## config.mk

```make
export PLATFORM = sky130hd
export DESIGN_NAME = bitcount_arbiter
export DESIGN_NICKNAME = d
export VERILOG_FILES = /design/src/rtl/bitcount_arbiter.sv
export SDC_FILE = /design/constraint.sdc
export NUM_CORES = 1
export LEC_CHECK = 0
export CORE_ASPECT_RATIO = 0.7
export CORE_MARGIN = 4
export CORE_UTILIZATION = 41
export DETAILED_ROUTE_END_ITERATION = 10
export PLACE_DENSITY = 0.89
export RECOVER_POWER = 25
export SYNTH_ARGS = -nofsm -noshare
export SYNTH_HDL_FRONTEND = slang
export SYNTH_SLANG_ARGS = --single-unit
```

## constraint.sdc

```tcl
create_clock -name clk -period 4.1 [get_ports clk]
set_input_delay 0.615 -clock clk [delete_from_list [all_inputs] [get_ports clk]]
set_output_delay 0.615 -clock clk [all_outputs]
set_load 0.05 [all_outputs]
```

## src/rtl/bitcount_arbiter.sv

```systemverilog
// Round-robin scheduler sharing one bitcount engine among N valid/ready requesters.
// Latency is accept -> start 1 cycle, finish -> resp_valid 2 cycles, and a watchdog aborts after TIMEOUT RUN cycles. A stalled resp_ready freezes the response and holds all req_ready low.
module bitcount_arbiter #(
    parameter int N       = 4,
    parameter int IDW     = 2,
    parameter int TIMEOUT = 256
) (
    input  logic              clk,
    input  logic              rst,
    input  logic [N-1:0]      req_valid,
    input  logic [N*32-1:0]   req_data,
    output logic [N-1:0]      req_ready,
    output logic              resp_valid,
    input  logic              resp_ready,
    output logic [IDW-1:0]    resp_id,
    output logic [31:0]       resp_count,
    output logic              resp_err,
    output logic              busy,
    output logic              eng_start,
    output logic [31:0]       eng_in,
    output logic              eng_rst,
    input  logic              eng_finish,
    input  logic [31:0]       eng_count
);

    localparam int WDW = $clog2(TIMEOUT + 1);
    localparam logic [WDW-1:0] WD_LIMIT = WDW'(TIMEOUT);

    typedef enum logic [2:0] {
        S_IDLE,
        S_LAUNCH,
        S_RUN,
        S_CAPTURE,
        S_RESP
    } state_t;

    state_t           state_q, state_d;
    logic [IDW-1:0]   last_q, last_d;
    logic [IDW-1:0]   id_q, id_d;
    logic [31:0]      op_q, op_d;
    logic [WDW-1:0]   wd_q, wd_d;
    logic [31:0]      rcount_q, rcount_d;
    logic [IDW-1:0]   rid_q, rid_d;
    logic             rerr_q, rerr_d;
    logic             eng_rst_q, eng_rst_d;

    logic             found;
    logic [IDW-1:0]   grant;
    logic [IDW-1:0]   cand;
    logic [31:0]      grant_data;
    logic [N-1:0]     ready_c;

    // Scan last+1, last+2, ... so the most recent winner has lowest priority.
    always_comb begin
        found = 1'b0;
        grant = last_q;
        cand  = '0;
        for (int i = 1; i <= N; i++) begin
            cand = IDW'((int'(last_q) + i) % N);
            if (!found && req_valid[cand]) begin
                found = 1'b1;
                grant = cand;
            end
        end
        grant_data = '0;
        for (int k = 0; k < N; k++) begin
            if (grant == IDW'(k)) grant_data = req_data[k*32 +: 32];
        end
    end

    always_comb begin
        state_d   = state_q;
        last_d    = last_q;
        id_d      = id_q;
        op_d      = op_q;
        wd_d      = wd_q;
        rcount_d  = rcount_q;
        rid_d     = rid_q;
        rerr_d    = rerr_q;
        eng_rst_d = 1'b0;
        ready_c   = '0;
        case (state_q)
            S_IDLE: begin
                if (found) begin
                    ready_c[grant] = 1'b1;
                    op_d    = grant_data;
                    id_d    = grant;
                    last_d  = grant;
                    state_d = S_LAUNCH;
                end
            end
            S_LAUNCH: begin
                wd_d    = '0;
                state_d = S_RUN;
            end
            S_RUN: begin
                wd_d = wd_q + WDW'(1);
                // wd_q == 0 marks the first RUN cycle, where finish may still be stale.
                if (wd_q != '0 && eng_finish) begin
                    state_d = S_CAPTURE;
                end else if (wd_q + WDW'(1) == WD_LIMIT) begin
                    eng_rst_d = 1'b1;
                    rid_d     = id_q;
                    rcount_d  = '0;
                    rerr_d    = 1'b1;
                    state_d   = S_RESP;
                end
            end
            S_CAPTURE: begin
                rcount_d = eng_count;
                rid_d    = id_q;
                rerr_d   = 1'b0;
                state_d  = S_RESP;
            end
            S_RESP: begin
                if (resp_ready) state_d = S_IDLE;
            end
            default: state_d = S_IDLE;
        endcase
    end

    always_ff @(posedge clk or posedge rst) begin
        if (rst) begin
            state_q   <= S_IDLE;
            last_q    <= IDW'(N - 1);
            id_q      <= '0;
            op_q      <= '0;
            wd_q      <= '0;
            rcount_q  <= '0;
            rid_q     <= '0;
            rerr_q    <= 1'b0;
            eng_rst_q <= 1'b0;
        end else begin
            state_q   <= state_d;
            last_q    <= last_d;
            id_q      <= id_d;
            op_q      <= op_d;
            wd_q      <= wd_d;
            rcount_q  <= rcount_d;
            rid_q     <= rid_d;
            rerr_q    <= rerr_d;
            eng_rst_q <= eng_rst_d;
        end
    end

    // Gated by rst so a held reset never advertises readiness.
    assign req_ready  = rst ? '0 : ready_c;
    assign resp_valid = (state_q == S_RESP);
    assign resp_id    = rid_q;
    assign resp_count = rcount_q;
    assign resp_err   = rerr_q;
    assign busy       = (state_q != S_IDLE);
    assign eng_start  = (state_q == S_LAUNCH);
    assign eng_in     = (state_q == S_LAUNCH || state_q == S_RUN || state_q == S_CAPTURE) ? op_q : 32'd0;
    assign eng_rst    = eng_rst_q;

endmodule
```

After elaboration in Yosys (flattened, before gate mapping)
Cells that the tools add are included.
{"block": "word_totals", "ff_bits": 84, "inputBits": 168}
{"block": "classes", "n_addsub": 5, "magnitude_cmp": 6, "n_eq_ne": 13, "n_mux": 44, "reduce_logical": 19}
{"cell": "$mux 32", "n": 7}
{"cell": "$pmux 32 s2", "n": 1}
{"cell": "$pmux 9 s2", "n": 1}
{"cell": "$lt 2x3->1 const B", "n": 5}
{"cell": "$pmux 3 s5", "n": 1}
{"cell": "$mux 1", "n": 14}
{"cell": "$mux 2", "n": 6}
{"cell": "$mux 3", "n": 4}
{"cell": "$mux 4", "n": 3}
{"cell": "$add 9x1->9 const B", "n": 1}
{"cell": "$eq 9x9->1 const B", "n": 1}
{"cell": "$reduce_bool 9->1", "n": 1}
{"cell": "$bmux 1 s2", "n": 4}
{"cell": "$eq 3x2->1 const B", "n": 2}
{"cell": "$ne 2x2->1 const B", "n": 3}
{"cell": "$reduce_and 3->1", "n": 2}
{"cell": "$logic_and 1x1->1", "n": 5}
{"cell": "$add 2x1->2 const B", "n": 2}
{"cell": "$add 2x2->2 const B", "n": 2}
{"cell": "$eq 2x2->1 const B", "n": 2}
{"cell": "$pmux 2 s2", "n": 1}
{"cell": "$reduce_bool 2->1", "n": 2}
{"cell": "$eq 3x1->1 const B", "n": 1}
{"cell": "$eq 3x3->1 const B", "n": 1}
{"cell": "12 further kinds", "n": 15}

Logic depth before layout (Yosys ltp)
Gate-level depths: netlist of run 1.
{"block": "logic_depth", "word_depth": 20, "ltp_mapped": 7}

Worst setup path before layout of run 1
Ideal clock, no wire load.
{"block": "synth_path", "kind": "input-to-output", "from": "in rst", "to": "out req_ready[0]", "arrival_time_ns": 3.075, "t_required_ns": 3.485, "setup_slack_ns": 0.410, "stages": 2, "path_buffers": 0, "path_cell_list": "inv_1 and3_1"}
{"block": "synth_via", "elab_chain_cells": 1}
{"item": "start, declared", "line": "9", "rtl": "input logic rst,"}
{"item": "$mux 4", "line": "147", "rtl": "assign req_ready = rst ? '0 : ready_c;"}
{"item": "end, declared", "line": "12", "rtl": "output logic [N-1:0] req_ready,"}
No other way between the ends.

Worst setup path after layout of run 1
{"block": "layout_path", "from": "reg state_q[0]", "to": "out eng_in[31]"}
{"block": "layout_via", "elab_chain_cells": 4, "word_cells_on_any_way": 6}
{"item": "start, declared", "line": "37", "rtl": "state_t state_q, state_d;"}
{"item": "start signal, assigned", "line": "134", "rtl": "state_q <= state_d;"}
{"item": "$eq 3x1->1 / $eq 3x2->1 (equally long branches)", "line": "154", "rtl": "assign eng_in = (state_q == S_LAUNCH || state_q == S_RUN || state_q == S_CAPTURE) ? op_q : 32'd0;"}
{"item": "$logic_or 1x1->1", "line": "154"}
{"item": "$logic_or 1x1->1 *", "line": "154"}
{"item": "$mux 32 *", "line": "154"}
{"item": "end, declared", "line": "20", "rtl": "output logic [31:0] eng_in,"}
Every way passes the cells marked *; elsewhere a longest branch is shown, timed or not.

==> results.tsv, run 1 <==
metric	value	unit
drt.antenna.violating_nets	0	
insertion_delay	0.35	ns
grt_pass1_vias	5419	
maxCapViolCount	1	
synth_nets	677	
final_util	66.1	%
timing.rr.end	op_q[2]	
cts_hold_buf	0	
synthToLayoutAreaGrowth	56.7	%
finalNonFillerCells	886	
ys.flop_type	dfrtp_1	
worst_pin_slew	1.61	ns
synth_cell_types	51	
netlist_area	4960	um^2
finalNetCount	893	
cts_tree	built	
crit_type	flip-flop to output pin	
reg2reg_slack	1.47	ns
clk_pin_slew	0.07	ns
drc	0	
synth_enable_flop_cells	0	
crit_start	state_q[0]	
layout-drive-gt1-share	7.14	%
cts_buffers	9	
placed_cells	869	
setup_violations	0	
maxSlewViolCount	66	
reg2reg_depth	5	
avgRoutedWirePerCell	20.3	um
io_pins	243	
critPathRequiredTime	3.48	ns
numPortBuffers	242	
synth_cells	507	
end_kind	output pin	
period_minus_slack	3.35	ns
hold_ws	0.502	ns
htreeDepth	3	
post_cts_resized	0	
fp.dieH	100	um
final_hold_viol_count	0	
postSynthAreaPerCell	9.78	um^2
routed_wl	18.0	mm
core	11800	um^2
report.power.total	6.37	mW
grt_max_degree	66	
cts_buffer_depth	2	
maxSlewHeadroom	-7.60	%
startpoint_type	flip-flop	
status	complete, but fails checks	
fin_setup_tns	0	ns
drt_iter0_drc	388	
synth_seq_cells	84	
via_per_inst	5.85	
postCtsSetupRepairBufs	0	
yosys_warnings	0	
grt_pass1_wl	27.9	mm
crit_end	eng_in[31]	
grt.overflow.total	0	
ys_seq_area_share	42.4	%
peakVddDrop	437	uV
most-common-layout-cells	235 x clkdlybuf4s50_1, 82 x dfrtp_1, 39 x nand2_1, 34 x nand4_1, 34 x o31ai_1	
final_common_cell	clkdlybuf4s50_1	
cts_root_buf	clkbuf_16	
firstDrtPassIters	6	
fp-row-count	33	
start_util	42.1	%
fin_crit_sh	81.7	%
rsz0062_at_grt	no	
track_usage	24.6	%
dieWidth	139	um
synth-async-reset-ratio	100	%
worst_ep_arrival_time	2.74	ns
path_max_fanout	34	
hp-class	flip-flop to flip-flop	
leakage	3.27	nW
power_density	819	nW/um^2
timing.rr.start	last_q[0]	
fmax	0.298	GHz
design.die.area	13900	um^2
dpl.hpwl	13.1	mm
antenna_found_initial	1	
routabilityCongestion	0.883	
clock_sinks	84	
clock_skew	0.0105	ns
vias	5181	
violations	max-capacitance violations, max-slew violations	
[Yosys cell counts (5+ instances only)]
library cell / instances / area, um^2
a21bo_1: 28 / 280
a21oi_1: 10 / 50.1
a22o_1: 33 / 289
and2_1: 33 / 206
clkbuf_1: 37 / 139
dfrtp_1: 82 / 2050
inv_1: 7 / 26.3
mux2i_1: 32 / 320
nand2_1: 39 / 146
nand4_1: 34 / 213
nor2_1: 15 / 56.3
nor2b_1: 5 / 31.3
nor3_1: 8 / 40.0
o211ai_1: 31 / 233
o21ai_0: 16 / 80.1
o31ai_1: 34 / 255
[critical path, stage by stage (launching register included)]
cell	delay, ns
dfrtp_1	0.74
nor2_1	0.15
nor2_2	0.11
buf_4	0.34
and2_1	0.18
clkdlybuf4s50_1	0.87
[cell families after synthesis]
logic type                 after synthesis  share of synthesized area (%)
AOI/OAI and AO/OA                      176                           28.0
adders and majority gates                2                          0.504
buffers and inverters                   56                           5.17
DFF                                     84                           42.4
muxes                                   34                           6.91
and+or+nand+nor                        155                           17.0
[cell type report]
type / count / area [um^2]
diodes: 1 / 2.50
clock inverters: 7 / 66.3
flip-flops and latches: 84 / 2100
well taps: 157 / 196
clock buffers: 9 / 225
inverters: 7 / 27.5
repair buffers: 254 / 2520
fillers: 916 / 4000
multi-input cells: 367 / 2630
[worst min path at each step]
stage,startpoint,to,cells past startpoint
floorplan,id_q[1],id_q[1],2
global placement,id_q[1],id_q[1],2
detailed placement,resp_count[20],resp_count[20],1
CTS,op_q[21],op_q[21],2
global route,resp_count[23],resp_count[23],1
finish,id_q[1],id_q[1],2
[flip-flops by register name, indices dropped and copies added, names as in the netlist]
name / flops
op_q: 32
last_q: 2
resp_count: 32
id_q: 2
state_q: 3
resp_err: 1
wd_q: 9
resp_id: 2
eng_rst: 1
[stage by stage]
stage               instance area, um^2  setup WS, ns
finish                             7770         0.750
global route                       7770         0.567
CTS                                7770         0.720
detailed placement                 7480         0.863
global placement                   7480         0.877
floorplan                          4960         0.410
[report_power, final]
| part | internal, mW | switching (mW) |
|---|---|---|
| sequential | 1.21 | 0.266 |
| combinational | 1.54 | 2.55 |
| clock | 0.428 | 0.379 |
[per-layer routing]
layer	wire length, um	GRT usage [%]
met5	0	0
met4	331	6.84
met3	1350	6.76
met2	9040	43.3
met1	7240	30.1
Note: power is estimated with default switching activity, not from simulation.
==> run 2: changes to the inputs <==
--- a/config.mk
+++ b/config.mk
@@ -7,9 +7,9 @@
 export LEC_CHECK = 0
 export CORE_ASPECT_RATIO = 0.7
 export CORE_MARGIN = 4
-export CORE_UTILIZATION = 41
+export CORE_UTILIZATION = 37
 export DETAILED_ROUTE_END_ITERATION = 10
-export PLACE_DENSITY = 0.89
+export PLACE_DENSITY = 0.85
 export RECOVER_POWER = 25
 export SYNTH_ARGS = -nofsm -noshare
 export SYNTH_HDL_FRONTEND = slang
==> constraint.sdc (replaced) <==
create_clock -name clk -period 3 [get_ports clk]
set_input_delay 0.45 -clock clk [delete_from_list [all_inputs] [get_ports clk]]
set_output_delay 0.45 -clock clk [all_outputs]
set_load 0.05 [all_outputs]
==> results.tsv, run 2 (synthesized netlist as in run 1, its figures left out) <==
metric	value	unit	change
regArea	2100	um^2	unchanged
insertion_delay	0.34	ns	was 0.35 ns
grt.overflow.total	0		unchanged
max_stage_delay	0.81	ns	was 0.87 ns
rsz0062_at_grt	no		unchanged
antenna_found_initial	0		was 1
dpl.hpwl	13.2	mm	was 13.1 mm
critical-path-slowest-cell	clkdlybuf4s50_1		unchanged
grt_pass1_wl	28.5	mm	was 27.9 mm
firstDrtPassIters	8		was 6
maxSlewHeadroom	-11.2	%	was -7.60%
cts_buffers	9		unchanged
most-common-layout-cells	205 x clkdlybuf4s50_1, 82 x dfrtp_1, 56 x buf_4, 39 x nand2_1		was 235 x clkdlybuf4s50_1, 82 x dfrtp_1, 39 x nand2_1, 34 x nand4_1, 34 x o31ai_1
fp.dieH	105	um	was 100 um
start_util	37.8	%	was 42.1%
final_common_cell	clkdlybuf4s50_1		unchanged
clock_skew	0.00906	ns	was 0.0105 ns
vias	5145		was 5181
synthToLayoutAreaGrowth	57.5	%	was 56.7%
finalNetCount	904		was 893
clk_pin_slew	0.06	ns	was 0.07 ns
report.power.total	8.85	mW	was 6.37 mW
placed_cells	889		was 869
finalNonFillerCells	905		was 886
fin_crit_sh	89.8	%	
setup_violations	0		unchanged
worst_ep_arrival_time	2.24	ns	was 2.74 ns
drt.antenna.violating_nets	0		unchanged
worst_pin_slew	1.67	ns	was 1.61 ns
post_cts_resized	0		unchanged
fmax	0.371	GHz	
numPortBuffers	242		unchanged
postCtsSetupRepairBufs	0		unchanged
n_antenna_cell	0		was 1
fin_setup_tns	0	ns	unchanged
track_usage	22.8	%	was 24.6%
crit_start	state_q[2]		was state_q[0]
multi_input_area	2630	um^2	unchanged
routed_wl	18.1	mm	was 18.0 mm
nFillCells	1080		was 916
grt_pass1_vias	5308		was 5419
status	complete, but fails checks		unchanged
via_per_inst	5.69		was 5.85
power_density	1130	nW/um^2	was 819 nW/um^2
drc	0		unchanged
end_kind	output pin		unchanged
critPathBufInv	3		was 2
io_pins	243		unchanged
fp-row-count	35		was 33
routabilityCongestion	0.863		was 0.883
htreeDepth	3		unchanged
design.die.area	15400	um^2	was 13900 um^2
critical_path.top_delay_family	buffers and inverters		unchanged
maxCapViolCount	1		unchanged
hp-class	flip-flop to flip-flop		unchanged
cts_root_buf	clkbuf_16		unchanged
critPathRequiredTime	2.55	ns	was 3.48 ns
peakVddDrop	527	uV	was 437 uV
worstHoldStart	id_q[1]		unchanged
timing.rr.start	wd_q[0]		was last_q[0]
grt_max_degree	68		was 66
drt_iter0_drc	443		was 388
period_minus_slack	2.69	ns	
final_hold_viol_count	0		unchanged
cts_tree	built		unchanged
violations	max-capacitance violations, max-slew violations		unchanged
crit_type	flip-flop to output pin		unchanged
leakage	3.39	nW	was 3.27 nW
maxSlewViolCount	68		was 66
startpoint_type	flip-flop		unchanged
crit_path_cell_trace	buf_4 -> or3_1 -> inv_1 -> clkdlybuf4s50_1		was nor2_1 -> nor2_2 -> buf_4 -> and2_1 -> clkdlybuf4s50_1
cts_buffer_depth	2		unchanged
layout-drive-gt1-share	12.9	%	was 7.14%
cts_hold_buf	0		unchanged
path_max_fanout	12		was 34
avgRoutedWirePerCell	20.0	um	was 20.3 um
dieWidth	146	um	was 139 um
clock_sinks	84		unchanged
core	13100	um^2	was 11800 um^2
[run 2: through the flow]
stage | hold slack, ns | cell area, um^2 | utilization, % | setup slack, ns
final | 0.491 | 7810 | 59.5 | 0.305
after detailed placement | 0.480 | 7500 | 57.1 | 0.315
after global routing | 0.513 | 7810 | 59.5 | 0.197
after global placement | 0.475 | 7500 | 57.1 | 0.391
after floorplan | 0.443 | 4960 | - | -0.113
after CTS | 0.497 | 7820 | 59.5 | 0.279
[run 2: tightest hold or removal path, stage by stage, from the launching register on]
cell and delay (ns):
dfrtp_1 0.35, nand2_1 0.05, nand2_1 0.06
[run 2: worst paths after layout]
kind,cells after the start,slack [ns],end
min reg2reg,2,0.49,id_q[1]
max reg2reg,7,0.78,resp_count[22]
min,2,0.49,id_q[1]
max in group asynchronous,3,0.72,op_q[8]
min in group asynchronous,3,0.73,op_q[17]
max,4,0.31,eng_start
[run 2: per-layer routing]
layer / part of all wire [%] / vias up / global-route usage (%) / wire, um
met5: 0 / - / 0 / 0
met4: 1.6 / 0 / 6.38 / 284
met3: 8.6 / 21 / 6.20 / 1550
met2: 49 / 247 / 38.8 / 8820
met1: 41 / 2519 / 28.7 / 7460
li1: - / 2358 / - / -
[run 2: report_power, final]
group / switching (mW) / total (mW) / internal (mW)
clock: 0.459 / 1.18 / 0.718
sequential: 0.325 / 1.97 / 1.65
combinational: 3.60 / 5.70 / 2.11
[run 2: layout make-up]
cell class / instances / share of cell area (%)
multi-input cells: 367 / 33.6
repair buffers: 265 / 32.3
flip-flops and latches: 84 / 26.9
clock buffers: 12 / 3.41
well taps: 166 / 2.66
clock inverters: 4 / 0.705
inverters: 7 / 0.352
==> run 3: changes to the inputs <==
--- a/config.mk
+++ b/config.mk
@@ -8,6 +8,7 @@
 export CORE_ASPECT_RATIO = 0.7
 export CORE_MARGIN = 4
 export CORE_UTILIZATION = 37
+export CTS_CLUSTER_SIZE = 10
 export DETAILED_ROUTE_END_ITERATION = 10
 export PLACE_DENSITY = 0.85
 export RECOVER_POWER = 25
==> results of run 3 <==
Final layout, timing and power as in run 2 (identical DEF).
==> variant 1 (flow settings as in run 2) <==
Set the parameter `IDW` to 1 (it was 2).
--- a/src/rtl/bitcount_arbiter.sv
+++ b/src/rtl/bitcount_arbiter.sv
@@ -2,7 +2,7 @@
 // Latency is accept -> start 1 cycle, finish -> resp_valid 2 cycles, and a watchdog aborts after TIMEOUT RUN cycles. A stalled resp_ready freezes the response and holds all req_ready low.
 module bitcount_arbiter #(
     parameter int N       = 4,
-    parameter int IDW     = 2,
+    parameter int IDW     = 1,
     parameter int TIMEOUT = 256
 ) (
     input  logic              clk,
Interface: changed (resized resp_id); port bits go from 243 to 242. The function was not compared with the original's and may differ.
==> variant 1 against run 2 <==
Synthesized cell count decreased by 11%; clock skew decreased by 0.0020 ns; final area decreased by 14%; via count decreased by 24%; synthesized area decreased by 14%; sequential share of layout area increased by 3.3 points; setup slack improved by 0.048 ns; total power decreased by 11%; combinational power decreased by 14%; largest power group unchanged; clock power decreased by 5%; critical path type unchanged; critical path depth unchanged; wire length decreased by 33%; sequential cell count decreased by 3.
==> variant 1: results (changes against run 2) <==
status: completed (was complete, but fails checks)
M1 GR Usage: 22.7% (was 28.7%)
register area share after synthesis: 47.3% (was 42.4%)
met2 usage: 31.4% (was 38.8%)
worst vdd ir: 0.628 mV (was 0.527 mV)
synth unique cells: 46 (was 51)
placed insts: 747 (was 889)
met3 Usage GRT: 4.69% (was 6.20%)
Avg Inst Size Synth: 9.48 sq um (was 9.78 sq um)
Final GP Congestion: 0.826 (was 0.863)
worst-path maximum fanout: 15 (was 12)
post-DP HPWL: 8740 um (was 13,200 um)
Setup Skew: 0.00701 ns (was 0.00906 ns)
Worst Path Arrival: 2.20 ns (was 2.24 ns)
WL per Instance: 15.9 um (was 20.0 um)
slowest stage delay, CP: 0.53 ns (was 0.81 ns)
CP max-delay cell: dfrtp_1 (was clkdlybuf4s50_1)
dpl ws: 0.641 ns (was 0.315 ns)
WL met3: 747 um (was 1550 um)
overall routing resource usage: 18.3% (was 22.8%)
met2 wire length: 6290 um (was 8820 um)
Leakage Power: 2.79 nW (was 3.39 nW)
Finished Layout Cells: 763 (was 905)
first-pass GRT wire length: 19,800 um (was 28,500 um)
Buffers on Ports: 173 (was 242)
FILL cells: 874 (was 1,080)
routed length on met1: 4840 um (was 7460 um)
Iteration-0 DRC Markers: 205 (was 443)
multi-input logic area: 2050 sq um (was 2630 sq um)
variant 1: power groups by stage:
| stage | Clock [mW] | Sequential, mW | Combinational [mW] |
|---|---|---|---|
| 2_1_floorplan | 0 | 2.22 | 2.61 |
| 3_3_place_gp | 0 | 1.82 | 4.81 |
| 3_5_place_dp | 0 | 1.84 | 4.92 |
| 4_1_cts | 1.14 | 1.83 | 4.93 |
| 5_1_grt | 1.19 | 1.90 | 5.21 |
| 6_report | 1.12 | 1.83 | 4.89 |
variant 1: layout make-up:
| cell class | instances | share of cell area, % |
|---|---|---|
| Clock inverter | 6 | 1.01 |
| Sequential cell | 81 | 30.2 |
| Multi-Input combinational cell | 325 | 30.5 |
| Timing Repair Buffer | 181 | 31.5 |
| Tap cell | 153 | 2.85 |
| Clock buffer | 10 | 3.56 |
| Inverter | 7 | 0.447 |
variant 1: cells by family after synthesis:
| logic type | synth area share (%) |
|---|---|
| simple gates | 19.3 |
| compound gates | 19.5 |
| flops | 47.3 |
| buf+inv | 5.28 |
| mux | 7.94 |
| fa+ha+maj | 0.584 |
| other cells | 0.0875 |
variant 1: stage by stage:
stage                     hold WS, ns  area [sq um]  power (mW)
final                           0.469          6720        7.85
after global routing            0.492          6720        8.30
after CTS                       0.477          6720        7.91
after detailed placement        0.462          6410        6.76
after global placement          0.454          6410        6.63
after floorplan                 0.441          4290        4.83
variant 1: final timing paths:
kind	startpoint	to	slack, ns	depth (start not counted)
setup / recovery	state_q[2]	req_ready[1]	0.35	4
hold / removal	op_q[29]	op_q[29]	0.47	2
setup reg to reg	wd_q[4]	resp_count[23]	0.74	5
hold reg to reg	op_q[29]	op_q[29]	0.47	2
max in group asynchronous	rst	resp_count[24]	1.36	3
min in group asynchronous	rst	op_q[13]	0.97	3
==> variant 2 (settings of run 2) <==
Made on the original files. Take the reset off `op_q` and `wd_q` and load them in a clocked block of their own.
--- a/src/rtl/bitcount_arbiter.sv
+++ b/src/rtl/bitcount_arbiter.sv
@@ -124,8 +124,6 @@
             state_q   <= S_IDLE;
             last_q    <= IDW'(N - 1);
             id_q      <= '0;
-            op_q      <= '0;
-            wd_q      <= '0;
             rcount_q  <= '0;
             rid_q     <= '0;
             rerr_q    <= 1'b0;
@@ -134,13 +132,16 @@
             state_q   <= state_d;
             last_q    <= last_d;
             id_q      <= id_d;
-            op_q      <= op_d;
-            wd_q      <= wd_d;
             rcount_q  <= rcount_d;
             rid_q     <= rid_d;
             rerr_q    <= rerr_d;
             eng_rst_q <= eng_rst_d;
         end
+    end
+
+    always_ff @(posedge clk) begin
+        op_q <= op_d;
+        wd_q <= wd_d;
     end
 
     // Gated by rst so a held reset never advertises readiness.
Function: same outputs for any inputs over 4 cycles, from zero or initial values and one cycle with rst high; that may be too few to reach the edited logic, so the function may still have changed.
==> variant 2 against run 2 <==
The run still ends with capacitance limit, slew limit left; global-route usage shrank 2.6 points; synthesized area decreased by 6.7%; setup slack lost 0.17 ns; maximum frequency decreased by 6.0%; sequential share of layout area up 2.4 points; final area rose by 0.85%; sequential cell count unchanged; sequential power rose by 17%; total power is 13% higher; wire length decreased by 18%; largest cell class is now non-clock buffers; largest power group unchanged; highest routed layer unchanged.
==> variant 2: results (changes against run 2) <==
FF-to-FF path depth: 4 (was 7)
synth unique cells: 46 (was 51)
Critical path destination: req_ready[1] (was eng_start)
vias in the first global route: 4,351 (was 5,308)
CP max-delay cell: nor4b_1 (was clkdlybuf4s50_1)
first-pass GRT wire length: 22,600 um (was 28,500 um)
ranking of synthesized cells by area: edfxtp_1 (27%), dfrtp_1 (22%), mux4_2 (16%) (was dfrtp_1 (41%), mux2i_1 (6.5%), a22o_1 (5.8%))
overall routing resource usage: 20.3% (was 22.8%)
share of layout cells above drive strength 1: 17.6% (was 12.9%)
Worst R2R Setup Slack: 0.59 ns (was 0.78 ns)
max-slew violations: 36 (was 68)
FILL cells: 859 (was 1,080)
crit path from: req_valid[1] (was state_q[2])
total of max-cap violations: 1 (unchanged)
register area share after synthesis: 49.9% (was 42.4%)
Iteration-0 DRC Markers: 179 (was 443)
Avg Inst Size Synth: 12.5 sq um (was 9.78 sq um)
Setup Skew: 0.00455 ns (was 0.00906 ns)
Post-synth EDFFs: 41 (was 0)
reg2reg end: wd_q[1] (was resp_count[22])
Critical R2R Launch: state_q[2] (was wd_q[0])
Post-synth top flop: edfxtp_1 (was dfrtp_1)
top cells by instance count after synthesis: dfrtp_1 (41), edfxtp_1 (41), and2_1 (36), nand2b_1 (33) (was dfrtp_1 (82), nand2_1 (39), clkbuf_1 (37), nand4_1 (34), o31ai_1 (34))
largest net degree at the start of global routing: 44 (was 68)
Synth async-reset ratio: 51.2% (was 100%)
Final GP Congestion: 0.913 (was 0.863)
kind of cell adding the most delay to the critical path: simple AND/OR/NAND/NOR gates (was buffers and inverters)
DP Area: 7580 sq um (was 7500 sq um)
worst vdd ir: 0.942 mV (was 0.527 mV)
failing checks: capacitance limit, slew limit (unchanged)
Leakage Power: 2.95 nW (was 3.39 nW)
status: complete, but fails checks (unchanged)
Worst Path Arrival: 2.42 ns (was 2.24 ns)
DR pass1 iterations: 4 (was 8)
WL per Instance: 19.2 um (was 20.0 um)
slowest stage delay, CP: 0.55 ns (was 0.81 ns)
-- variant 2: how the worst min path moves through the flow --
stage               startpoint  endpoint  slack [ns]  cells past startpoint
finish                resp_err  resp_err        0.52                      1
global route          resp_err  resp_err        0.55                      1
CTS                   resp_err  resp_err        0.53                      1
detailed placement    resp_err  resp_err        0.52                      1
global placement      resp_err  resp_err        0.51                      1
floorplan              id_q[0]   id_q[0]        0.49                      1
-- variant 2: stage by stage --
stage / TNS [ns] / utilization, % / worst slack, ns / total power, mW
floorplan: -1.56 / - / -0.558 / 6.26
global placement: 0 / 63.3 / 0.301 / 8.76
detailed placement: 0 / 63.3 / 0.107 / 8.92
CTS: 0 / 65.9 / 0.112 / 10.1
global route: 0 / 65.8 / 0.0574 / 10.5
finish: 0 / 65.8 / 0.132 / 10.0
-- variant 2: report_power, final --
group	internal (mW)	switching, mW
clock network	0.729	0.433
registers	1.96	0.345
logic	2.93	3.63
total	5.61	4.41
-- variant 2: kinds of logic after synthesis --
group                    after synthesis  share of synthesized area, %
AO/OA/AOI/OAI                         80                          11.4
buffers and inverters                 36                          4.11
XOR/XNOR                               8                          1.51
multiplexers                          36                          16.5
flip-flops                            84                          49.9
AND/OR/NAND/NOR                      125                          16.1
adder cells (fa/ha/maj)                2                         0.540
-- variant 2: per-layer routing --
| layer | up-vias | GRT usage (%) | wire (um) |
|---|---|---|---|
| met5 | - | 0 | 0 |
| met4 | 0 | 7.52 | 434 |
| met3 | 31 | 5.62 | 1020 |
| met2 | 167 | 36.3 | 7650 |
| met1 | 1981 | 23.4 | 5700 |
| li1 | 1870 | - | - |
-- variant 2: final cells by class --
type,instances,area share (%)
tap,157,2.49
multi-input combinational,251,27.3
timing repair buffer,254,36.4
clock buffer,10,2.91
clock inverter,6,1.13
sequential,84,29.3
inverter,8,0.381
